$ cat config.mk
export PLATFORM = sky130hd
export DESIGN_NAME = mdu_issue_ctrl
export DESIGN_NICKNAME = d
export VERILOG_FILES = /design/src/rtl/mdu_issue_ctrl.sv
export SDC_FILE = /design/constraint.sdc
export NUM_CORES = 1
export LEC_CHECK = 0
export BUFFER_PORTS_ARGS = -buffer_cell sky130_fd_sc_hd__buf_2
export CAP_MARGIN = 20
export CORE_MARGIN = 3
export CORE_UTILIZATION = 46
export DETAILED_ROUTE_END_ITERATION = 6
export PLACE_DENSITY_LB_ADDON = 0.12
export SETUP_SLACK_MARGIN = 0.4
export SYNTH_ARGS = -nofsm -noshare
export SYNTH_HDL_FRONTEND = slang
export SYNTH_SLANG_ARGS = --single-unit
export TNS_END_PERCENT = 1
$ cat constraint.sdc
create_clock -name clk -period 5.46 [get_ports clk]
set_clock_uncertainty 0.2 [all_clocks]
set_input_delay 1.092 -clock clk [delete_from_list [all_inputs] [get_ports clk]]
set_output_delay 1.092 -clock clk [all_outputs]
set_load 0.01 [all_outputs]
$ cat src/rtl/mdu_issue_ctrl.sv
// Issue controller for the multiply/divide unit: queues write-type ops in order,
// serialises MFHI/MFLO behind them, and forwards interrupt aborts to the MDU.
module mdu_issue_ctrl #(
    parameter int DEPTH = 2,
    parameter int DW    = 32
) (
    input  logic          clk,
    input  logic          clr,
    input  logic          req_valid,
    input  logic [3:0]    req_op,
    input  logic [DW-1:0] req_rs,
    input  logic [DW-1:0] req_rt,
    output logic          req_ready,
    output logic          stall,
    output logic          rd_valid,
    output logic [DW-1:0] rd_data,
    input  logic          irq,
    output logic [3:0]    mdu_ctl,
    output logic [DW-1:0] mdu_rsd,
    output logic [DW-1:0] mdu_rtd,
    input  logic          mdu_busy,
    input  logic [DW-1:0] mdu_out,
    output logic          mdu_irq
);

    localparam int AW = $clog2(DEPTH);
    localparam int CW = AW + 1;
    localparam logic [3:0] CTL_NOP = 4'hF;

    typedef enum logic [1:0] {
        IDLE,
        WAIT,
        READ
    } state_t;

    state_t state_q, state_d;

    logic [3:0]    op_mem [DEPTH];
    logic [DW-1:0] rs_mem [DEPTH];
    logic [DW-1:0] rt_mem [DEPTH];
    logic [AW-1:0] wr_ptr, rd_ptr;
    logic [CW-1:0] count;

    logic       rd_pend;
    logic [3:0] rd_op;

    logic full, empty, accept, is_wr_op, is_rd_op, push, pop, capture;
    logic [3:0] head_op;

    assign full     = (count == CW'(DEPTH));
    assign empty    = (count == '0);
    assign head_op  = op_mem[rd_ptr];

    // Readiness looks only at registered state, so a full FIFO stays not-ready
    // even in the cycle its head is popped.
    assign req_ready = ~clr & ~irq & ~rd_pend & ~full;
    assign stall     = req_valid & ~req_ready;
    assign accept    = req_valid & req_ready;
    assign is_wr_op  = (req_op >= 4'd2) && (req_op <= 4'd7);
    assign is_rd_op  = (req_op[3:1] == 3'b000);
    assign push      = accept & is_wr_op;
    assign mdu_irq   = irq;

    // NOTE: every output of this block gets a default first so no path can infer a latch.
    always_comb begin
        state_d = state_q;
        mdu_ctl = CTL_NOP;
        mdu_rsd = rs_mem[rd_ptr];
        mdu_rtd = rt_mem[rd_ptr];
        pop     = 1'b0;
        capture = 1'b0;
        unique case (state_q)
            IDLE: begin
                if (!empty && !mdu_busy) begin
                    mdu_ctl = head_op;
                    pop     = 1'b1;
                    if (head_op[2]) state_d = WAIT;
                end else if (empty && rd_pend && !mdu_busy) begin
                    mdu_ctl = rd_op;
                    state_d = READ;
                end
            end
            WAIT: begin
                if (!mdu_busy) state_d = IDLE;
            end
            READ: begin
                mdu_ctl = rd_op;
                capture = 1'b1;
                state_d = IDLE;
            end
            default: state_d = IDLE;
        endcase
        if (clr || irq) begin
            mdu_ctl = CTL_NOP;
            pop     = 1'b0;
            capture = 1'b0;
            state_d = IDLE;
        end
    end

    // NOTE: FIFO storage has no reset; validity is tracked by count and pointers alone.
    always_ff @(posedge clk) begin
        if (push) begin
            op_mem[wr_ptr] <= req_op;
            rs_mem[wr_ptr] <= req_rs;
            rt_mem[wr_ptr] <= req_rt;
        end
    end

    // NOTE: all state registers use non-blocking assignments so every reader sees pre-edge values.
    always_ff @(posedge clk) begin
        if (clr) begin
            state_q  <= IDLE;
            wr_ptr   <= '0;
            rd_ptr   <= '0;
            count    <= '0;
            rd_pend  <= 1'b0;
            rd_op    <= 4'd0;
            rd_valid <= 1'b0;
            rd_data  <= '0;
        end else if (irq) begin
            state_q  <= IDLE;
            wr_ptr   <= '0;
            rd_ptr   <= '0;
            count    <= '0;
            rd_pend  <= 1'b0;
            rd_valid <= 1'b0;
        end else begin
            state_q  <= state_d;
            rd_valid <= capture;
            if (push) wr_ptr <= wr_ptr + AW'(1);
            if (pop)  rd_ptr <= rd_ptr + AW'(1);
            unique case ({push, pop})
                2'b10:   count <= count + CW'(1);
                2'b01:   count <= count - CW'(1);
                default: count <= count;
            endcase
            if (capture) begin
                rd_data <= mdu_out;
                rd_pend <= 1'b0;
            end
            if (accept && is_rd_op) begin
                rd_pend <= 1'b1;
                rd_op   <= req_op;
            end
        end
    end

endmodule

==> impl_metrics.json <==
{
  "routed-via-count": 4116,
  "cts_sinks": 181,
  "synth_cell_type_count": 38,
  "switching_share_pct": 18.1,
  "diodes": 0,
  "ctsResizeCount": 0,
  "core-area_um2": 14100,
  "powerDensity_nw_per_um2": 344,
  "arrival_ns": 2.79,
  "internal-power_mw": 2.43,
  "netlist_area_um2": 6720,
  "area_growth_syn_to_layout_pct": 28.8,
  "critPathBufInv": 2,
  "via_per_inst": 4.98,
  "place_hpwl_um": 9480,
  "grt_first_pass_wirelength_um": 21800,
  "avgSynthCellArea_um2": 15.9,
  "ant_nets": 0,
  "layoutNonFillerInstCount": 826,
  "firstDrtPassIters": 6,
  "post-route-min-period_ns": 4.08,
  "clock_latency_ns": 0.42,
  "crit_type": "in -> out",
  "cts_tree": "done",
  "yosys.area.top_type_share_pct": 60.8,
  "layout.nets": 739,
  "end_kind": "output port",
  "dieArea_um2": 16100,
  "ys_top_cells_by_area": "edfxtp_1, dfxtp_1, mux2_2",
  "final_common_cell": "buf_2",
  "cp_slowest_cell": "or4_4",
  "power_leakage_nw": 3.28,
  "slew-limit-headroom_pct": 40.8,
  "gr-total-overflow": 0,
  "final_cell_mix": "buf_2, edfxtp_1, mux2_2, dfxtp_1, o21ai_0",
  "initial_core_util_pct": 47.7,
  "cts_inserted_buffers": 17,
  "cp.required_ns": 4.17,
  "drc": 0,
  "wire_per_inst_um": 17.0,
  "grt_usage_pct": 17.6,
  "cp_common_cell": "buf_2",
  "synthArstFlopShare_pct": 0,
  "cp_top_family": "simple AND/OR/NAND/NOR gates",
  "portBuffers": 208,
  "drv_slew": 0,
  "layout_worst_path_cycle_share_pct": 74.7,
  "gp_congestion": 0.791,
  "ios": 209,
  "cts-hold-fix-buffers": 0,
  "drive_gt1_share_pct": 49.5,
  "grt_pass1_vias": 4259,
  "rows": 43,
  "ys_warn_count": 0,
  "seq_power_share_pct": 50.1,
  "post-place-cells": 793,
  "clockBufferDepth": 2,
  "post-cts-setup-buffer-count": 0,
  "synth_cells": 424,
  "clk_pin_slew_ns": 0.06,
  "clockPowerShare_pct": 46.9,
  "htree_levels": 4,
  "cp_max_fo": 40,
  "die_y_um": 127,
  "r2r_slack_ns": 2.69,
  "holdWs_ns": 0.274,
  "synth_seq_cells": 181,
  "cts_root_buf": "clkbuf_16",
  "routed_wl_um": 14000,
  "critical-path-max-stage-delay_ns": 0.56,
  "die_w_um": 127,
  "synth_edf_count": 136,
  "cp_cell_sequence": "buf_2 -> or2_1 -> or4_4 -> a221o_1 -> buf_2",
  "first_iter_violations": 275,
  "setup_tns_ns": 0,
  "maxCapViolations": 0,
  "nFillCells": 1133,
  "grt_max_degree": 66,
  "hold_viol": 0,
  "synth_top_area_cell": "edfxtp_1",
  "start_kind": "input pin",
  "synth_flop_cell": "edfxtp_1",
  "placed_cell_area_um2": 7950,
  "synth.net_count": 530,
  "antenna_found_initial": 0,
  "rsz0062_at_grt": "false",
  "peakVddDrop_mv": 0.204,
  "yosysSeqAreaShare_pct": 74.2,
  "tightest_slew_ns": 0.886,
  "stdcell_area_um2": 8660,
  "hp-class": "reg -> reg",
  "p_switching_mw": 0.540,
  "setup_viol": 0,
  "max_freq_mhz": 245,
  "run_status": "complete, no violations",
  "share_comb_of_total_power_pct": 2.9
}
## metal layers
| metal | routed length, um | global-route usage [%] | up-vias |
|---|---|---|---|
| met2 | 6680 | 27.9 | 179 |
| met5 | 0 | 0 | - |
| met1 | 5860 | 22.0 | 1935 |
| met3 | 1220 | 6.02 | 20 |
| met4 | 252 | 7.44 | 0 |
| li1 | - | - | 1982 |
## worst paths after layout
check	startpoint	endpoint	cells past startpoint
setup / recovery	clr	mdu_ctl[0]	5
hold / removal	rd_data[3]$_SDFFE_PP0P_	rd_data[3]$_SDFFE_PP0P_	2
setup reg to reg	rd_pend$_SDFFE_PP0P_	rt_mem[0][14]$_DFFE_PP_	4
hold reg to reg	rd_data[3]$_SDFFE_PP0P_	rd_data[3]$_SDFFE_PP0P_	2
## cells in the mapped netlist (2+ instances only)
master,instances
nor3_1,3
nor4_1,4
nand2b_1,33
buf_2,12
nand4_1,2
edfxtp_1,136
a21oi_1,5
and3b_1,3
mux2_2,69
dfxtp_1,45
nor2_1,6
nand2_1,33
inv_1,2
o21ai_0,35
a221o_1,3
nor2b_1,3
clkbuf_1,9
## worst register-to-register path, cell delays in order, from the launching register on
cell and delay, ns:
dfxtp_1 0.37, nor4_1 0.37, nand4_1 0.35, nor2_4 0.78
buf_12 0.35
## logic make-up after synthesis
group / count (synthesis) / synth area share, %
compound gates: 49 / 4.15
xor+xnor: 2 / 0.261
fa+ha+maj: 1 / 0.186
buf+inv: 25 / 1.79
flops: 181 / 74.2
mux: 70 / 11.7
simple gates: 96 / 7.74
## cell type report
class / count / area [um2] / area share [%]
inverters: 2 / 7.51 / 0.0867
clock inverters: 14 / 255 / 2.95
flip-flops and latches: 181 / 4990 / 57.6
repair buffers: 213 / 1120 / 12.9
clock buffers: 18 / 429 / 4.96
well taps: 180 / 225 / 2.60
multi-input cells: 218 / 1640 / 18.9
## sequential cells by signal (all words and copies together) (netlist names), named ones only
name,flops
rd_op,4
rt_mem,64
op_mem,8
rd_data,32
count,2
rd_pend,1
rd_valid,1
rs_mem,64
wr_ptr,1
state_q,2
rd_ptr,1
## power by group through the flow
stage	logic [mW]	registers, mW	clock network [mW]
global route	0.0958	1.49	1.49
detailed placement	0.0875	1.52	0
global placement	0.0834	1.52	0
finish	0.0875	1.49	1.40
CTS	0.0886	1.49	1.43
floorplan	0.0295	1.52	0
## stage by stage
step	util, %	power, mW	worst slack, ns
6_report	61.4	2.97	1.38
3_5_place_dp	56.4	1.61	1.39
4_1_cts	61.3	3.01	1.39
2_1_floorplan	-	1.55	0.242
5_1_grt	61.4	3.07	1.31
3_3_place_gp	56.4	1.60	1.40
No activity file was read; power rests on OpenSTA's default activity.
